[src/rtl/result_readback_if.sv]
// result_readback_if: SRAM read port and output word stream of the result readback engine
//   master (engine side): drives sram_re/sram_raddr and out_valid/out_data/out_last, takes sram_rdata/out_ready
//   slave  (SRAM + host side): the mirror image
interface result_readback_if #(
  parameter int ARRAY_SIZE = 32,
  parameter int DATA_WIDTH = 32,
  parameter int ADDR_WIDTH = 5
);
  logic sram_re;
  logic [ADDR_WIDTH-1:0] sram_raddr;
  logic [ARRAY_SIZE*DATA_WIDTH-1:0] sram_rdata;
  logic out_valid;
  logic out_ready;
  logic [DATA_WIDTH-1:0] out_data;
  logic out_last;
  modport master(output sram_re, sram_raddr, out_valid, out_data, out_last, input sram_rdata, out_ready);
  modport slave(input sram_re, sram_raddr, out_valid, out_data, out_last, output sram_rdata, out_ready);
endinterface

[src/rtl/result_readback.sv]
// result_readback: drains result SRAM lines and serializes them into a word stream
//   clk, srstn (async, active-low), start/line_count job request, busy/done job status,
//   bus: SRAM read port (sram_re, sram_raddr, sram_rdata) and stream (out_valid, out_ready, out_data, out_last)
module result_readback #(
  parameter int ARRAY_SIZE = 32,
  parameter int DATA_WIDTH = 32,
  parameter int ADDR_WIDTH = 5
) (
  input  logic clk,
  input  logic srstn,
  input  logic start,
  input  logic [ADDR_WIDTH:0] line_count,
  output logic busy,
  output logic done,
  result_readback_if.master bus
);
  localparam logic [2:0] IDLE = 3'd0, REQ = 3'd1, WAIT = 3'd2, SEND = 3'd3, DONE = 3'd4;
  localparam int WW = $clog2(ARRAY_SIZE);
  logic [2:0] state;
  logic [ADDR_WIDTH:0] lines_q;
  logic [ADDR_WIDTH-1:0] line_ptr;
  logic [WW-1:0] word_idx;
  logic [ARRAY_SIZE*DATA_WIDTH-1:0] line_buf;
  logic more, xfer, last_word;
  // the all-ones test keeps an oversized line_count from wrapping the address
  assign more = ({1'b0, line_ptr} + 1'b1 < lines_q) && !(&line_ptr);
  assign xfer = bus.out_valid && bus.out_ready;
  assign last_word = word_idx == WW'(ARRAY_SIZE - 1);
  always_ff @(posedge clk or negedge srstn)
    if (!srstn) begin
      state <= IDLE;
      busy <= 1'b0;
      done <= 1'b0;
      bus.sram_re <= 1'b0;
      bus.sram_raddr <= '0;
      bus.out_valid <= 1'b0;
      bus.out_data <= '0;
      bus.out_last <= 1'b0;
      lines_q <= '0;
      line_ptr <= '0;
      word_idx <= '0;
      line_buf <= '0;
    end else begin
      done <= 1'b0;
      bus.sram_re <= 1'b0;
      case (state)
        IDLE: if (start) begin
          busy <= 1'b1;
          lines_q <= line_count;
          line_ptr <= '0;
          bus.sram_raddr <= '0;
          bus.sram_re <= line_count != '0;
          done <= line_count == '0;
          state <= line_count == '0 ? DONE : REQ;
        end
        REQ: state <= WAIT;
        WAIT: begin
          line_buf <= bus.sram_rdata;
          word_idx <= '0;
          bus.out_valid <= 1'b1;
          bus.out_data <= bus.sram_rdata[DATA_WIDTH-1:0];
          bus.out_last <= 1'b0;
          state <= SEND;
        end
        SEND: if (xfer) begin
          if (last_word) begin
            bus.out_valid <= 1'b0;
            bus.out_last <= 1'b0;
            line_ptr <= more ? line_ptr + 1'b1 : line_ptr;
            bus.sram_raddr <= more ? line_ptr + 1'b1 : bus.sram_raddr;
            bus.sram_re <= more;
            done <= !more;
            state <= more ? REQ : DONE;
          end else begin
            // next word is prepared here so out_data stays a registered output
            word_idx <= word_idx + 1'b1;
            bus.out_data <= line_buf[(32'(word_idx) + 1) * DATA_WIDTH +: DATA_WIDTH];
            bus.out_last <= (word_idx == WW'(ARRAY_SIZE - 2)) && !more;
          end
        end
        DONE: begin
          busy <= 1'b0;
          state <= IDLE;
        end
        default: state <= IDLE;
      endcase
    end
  always_ff @(posedge clk)
    if (srstn && state == IDLE && start)
      assert (line_count <= (ADDR_WIDTH + 1)'(ARRAY_SIZE));
endmodule
[src/flat_wrapper.sv]
// flat-port wrapper written by rule: the top's interface ports become plain ports
module result_readback_flat 
#(
  parameter int ARRAY_SIZE = 32,
  parameter int DATA_WIDTH = 32,
  parameter int ADDR_WIDTH = 5
)
  (clk, srstn, start, line_count, busy, done, bus_sram_re, bus_sram_raddr, bus_out_valid, bus_out_data, bus_out_last, bus_sram_rdata, bus_out_ready);
  result_readback_if #(.ARRAY_SIZE(ARRAY_SIZE), .DATA_WIDTH(DATA_WIDTH), .ADDR_WIDTH(ADDR_WIDTH)) bus_i ();
  input  logic clk;
  input  logic srstn;
  input  logic start;
  input  logic [ADDR_WIDTH:0] line_count;
  output logic busy;
  output logic done;
  output wire logic [$bits(bus_i.sram_re)-1:0] bus_sram_re;
  output wire logic [$bits(bus_i.sram_raddr)-1:0] bus_sram_raddr;
  output wire logic [$bits(bus_i.out_valid)-1:0] bus_out_valid;
  output wire logic [$bits(bus_i.out_data)-1:0] bus_out_data;
  output wire logic [$bits(bus_i.out_last)-1:0] bus_out_last;
  input wire logic [$bits(bus_i.sram_rdata)-1:0] bus_sram_rdata;
  input wire logic [$bits(bus_i.out_ready)-1:0] bus_out_ready;
  assign bus_sram_re = bus_i.sram_re;
  assign bus_sram_raddr = bus_i.sram_raddr;
  assign bus_out_valid = bus_i.out_valid;
  assign bus_out_data = bus_i.out_data;
  assign bus_out_last = bus_i.out_last;
  assign bus_i.sram_rdata = bus_sram_rdata;
  assign bus_i.out_ready = bus_out_ready;
  result_readback #(.ARRAY_SIZE(ARRAY_SIZE), .DATA_WIDTH(DATA_WIDTH), .ADDR_WIDTH(ADDR_WIDTH)) u_core (.clk(clk), .srstn(srstn), .start(start), .line_count(line_count), .busy(busy), .done(done), .bus(bus_i));
endmodule
[config.mk]
export PLATFORM = sky130hd
export DESIGN_NAME = result_readback_flat
export DESIGN_NICKNAME = d
export VERILOG_FILES = /design/src/rtl/result_readback_if.sv /design/src/rtl/result_readback.sv /design/src/flat_wrapper.sv
export SDC_FILE = /design/constraint.sdc
export NUM_CORES = 2
export LEC_CHECK = 0
export CORE_AREA = 2 2 424 426
export CTS_CLUSTER_DIAMETER = 100
export DETAILED_ROUTE_END_ITERATION = 6
export DIE_AREA = 0 0 426 428
export PLACE_DENSITY = 0.54
export SLEW_MARGIN = 20
export SYNTH_ARGS = -nofsm -noshare
export SYNTH_HDL_FRONTEND = slang
export SYNTH_SLANG_ARGS = --single-unit
[constraint.sdc]
create_clock -name clk -period 5.2 [get_ports clk]
set_input_delay 1.04 -clock clk [delete_from_list [all_inputs] [get_ports clk]]
set_output_delay 1.04 -clock clk [all_outputs]
set_load 0.01 [all_outputs]
==> metrics.txt <==
fin. max-slew vios=0; FP Rows=155; Pwr Total=roughly 0.033 W; VDD IR-drop max=roughly 0.26 mV; vias in the first global route=33580; fin crit share=about two thirds; maximum fanout along the worst path=36; Post-CTS Setup Bufs=0; remaining antenna violation count after routing=0; Die Ht=approximately 430 um; Warnings, synthesis=0; Slew HR=between 20% and 30%; CTS Buf Count=between 100 and 150; Final Util=between 30% and 40%; fill cell count=17190; most common cell after layout, fill and taps aside=clkdlybuf4s50_1; critical-path cell list=buf_4 > and2_2 > a221oi_1 > buf_4 > o221ai_1 > o21ai_1; R2R Path End=u_core.bus.out_data[20]; max_cap viols=0; TritonRoute pass-1 iters=5; post_cts resized=0; wire per inst=roughly 29 um; global-route wire length before repair=roughly 260000 um; Seq pwr share=around 38%; core area=approximately 180000 sq um; nets@finish=5150; Post-Syn Area per Cell=between 15 and 20 sq um; outcome=completed; root buf cell=clkbuf_16; skew final=around 0.039 ns; full die area=between 150000 and 200000 sq um; Hold Vio Cnt, Final=0; Final GP Congestion=0.8449; RSZ-0062 raised after global routing=no; I/O pin count=approximately 1100; combinational fraction of design power=approximately 36%; CP Buf/Inv Count=2; worst r2r src=u_core.word_idx[0]; PortBufs=between 1000 and 1500; Crit Path Class=flop to flop; hold_ws=0.3241 ns; Max Clk Rate=0.2810 GHz; largest net degree at the start of global routing=roughly 130; Crit. End Element=flop; starting density of the core=about a quarter; register area share after synthesis=between 50% and 60%; register bit total from synthesis=roughly 1000; syn_nets=approximately 4000; CP top delay family=flip-flops; worst-case clock buffer depth=3; Final Cell Area=64900 sq um; clock share of power=between 20% and 30%; most used cell, CP=buf_4; Via density=about 4.8; Unique masters post-synth=42; Final HPWL DP=around 150000 um; clk sinks=1048; initial antenna violation count=86; CTS clk-pin slew, worst paths=approximately 0.060 ns; initial DRC count=~1900; fin crit period=between 3 and 4 ns; CTS tree=built; flop-to-flop setup slack=around 1.6 ns; Worst-Skew Late Latency=0.78 ns; critical path required time=5.84 ns; mapped cell area=approximately 47000 sq um; final wirelength=189700 um; power density over cell area=approximately 500 nW/um^2; vias=~31000; setup TNS=0 ns; Worst EP arrival=between 4 and 5 ns; NetSw=~0.011 W; DRC=0; gr usage total=between 20% and 30%; critical path's slowest cell=dfrtp_4; R2R depth=6; commonest non-fill, non-tap cells in the layout=clkdlybuf4s50_1 (1074), dfrtp_1 (1043), mux2_2 (994); area post-placement=around 60000 sq um; area growth from synthesis to layout=37.41%; startpoint types=flop; Internal=roughly 0.022 W; slew at the pin with the worst max-slew slack=about 1.1 ns; Crit path largest cell delay=1.02 ns; Synth Instances=just over 3000; switching share of total power=33.48%; gr ovfl total=0; Leak=between 20 and 30 nW; Final setup viols=0; CTS H-tree lvls=3; Hold Buf Count CTS=0; die span in x=~430 um; worst min path class=input port to asynchronous set/reset pin; layout cells sized above 1=a little over a third
routing by layer:
metal / part of all wire (%) / vias to the layer above / global-route usage (%)
met5: 0.15 / - / 0
met4: 3.5 / 46 / 8.330
met3: 4.9 / 289 / 4.530
met2: 52 / 890 / 35.44
met1: 40 / 16630 / 24.23
li1: - / 13600 / -
registers in the layout, summed over array words and instances (netlist names):
signal / cells
u_core.line_buf: 992
u_core.bus.out_data: 32
u_core.bus.out_last: 1
u_core.busy: 1
u_core.word_idx: 5
u_core.bus.out_valid: 1
u_core.bus.sram_raddr: 5
u_core.bus.sram_re: 1
u_core.done: 1
u_core.lines_q: 6
u_core.state: 3
area by class of cell:
class	count	area (sq um)	share of cell area (%)
antenna	42	105.1	0.1619
clock buffer	176	3505	5.400
clock inverter	44	500.5	0.7711
inverter	41	153.9	0.2371
multi-input combinational	1737	19780	30.47
sequential	1048	26240	40.43
tap	2355	2947	4.540
timing repair buffer	1158	11680	17.99
cell families after synthesis:
| family | count (synthesis) | synth area share (%) |
|---|---|---|
| AOI/OAI and AO/OA | 259 | 3.915 |
| muxes | 1346 | 36.24 |
| adders and majority gates | 10 | 0.2649 |
| xor gates and xnor gates | 2 | 0.03709 |
| buffers and inverters | 266 | 2.750 |
| DFF | 1048 | 55.52 |
| and+or+nand+nor | 120 | 1.269 |
worst register-to-register path, cell delays in order (launching register included):
cell      delay (ns)
dfrtp_4         1.02
buf_4           0.52
and2_2          0.87
a221oi_1        0.35
buf_4           0.26
o221ai_1        0.32
o21ai_1         0.10
metrics by stage:
stage               worst slack, ns  std cells
floorplan                     2.584       3051
detailed placement            1.482       6337
CTS                           1.458       6557
global placement              1.533       6337
global route                  1.327       6599
finish                        1.641       6601
how the worst max path moves through the flow:
| stage | cells after the start | slack (ns) | endpoint | start |
|---|---|---|---|---|
| final | 6 | 1.64 | u_core.bus.out_data[20] | u_core.word_idx[0] |
| after global routing | 6 | 1.33 | u_core.bus.out_data[12] | u_core.word_idx[0] |
| after CTS | 7 | 1.46 | u_core.bus.out_data[6] | u_core.word_idx[0] |
| after detailed placement | 6 | 1.48 | u_core.bus.out_data[12] | u_core.word_idx[0] |
| after global placement | 6 | 1.53 | u_core.bus.out_data[12] | u_core.word_idx[0] |
| after floorplan | 9 | 2.58 | u_core.bus.sram_raddr[1] | u_core.bus.sram_raddr[0] |
Yosys cell counts:
cell type	number	area share, %
a211oi_1	1	0.016
a21boi_0	1	0.016
a21o_1	4	0.064
a21oi_1	6	0.064
a221oi_1	28	0.52
a221oi_2	4	0.13
a22o_1	36	0.67
a22oi_1	32	0.51
a311oi_1	1	0.019
a31oi_1	1	0.013
and2_1	2	0.026
and3_1	4	0.053
buf_1	3	0.024
buf_2	135	1.4
buf_4	7	0.11
buf_6	13	0.31
clkbuf_1	65	0.52
clkbuf_4	2	0.032
dfrtp_1	1048	56
ha_1	10	0.26
inv_1	41	0.33
mux2_2	994	24
mux2i_1	160	3.4
mux4_2	192	9.2
nand2_1	48	0.38
nand2b_1	5	0.066
nand3_1	6	0.064
nand3b_1	2	0.032
nand4_1	2	0.026
nor2_1	11	0.087
nor2b_1	35	0.46
nor3b_1	1	0.016
nor4_1	1	0.013
o211ai_1	2	0.032
o21ai_0	44	0.47
o21ai_1	32	0.34
o221ai_1	32	0.59
o22ai_1	32	0.42
o31ai_1	3	0.048
or2_2	2	0.026
or3_1	1	0.013
xnor2_1	2	0.037
power groups by stage:
stage | combinational (W) | sequential [W] | clock [W]
floorplan | 0.00726 | 0.0115 | 0
global placement | 0.0117 | 0.0125 | 0
detailed placement | 0.0119 | 0.0125 | 0
CTS | 0.0119 | 0.0124 | 0.00891
global route | 0.0124 | 0.0126 | 0.00924
finish | 0.0116 | 0.0124 | 0.00869
No activity file was read; power rests on OpenSTA's default activity.
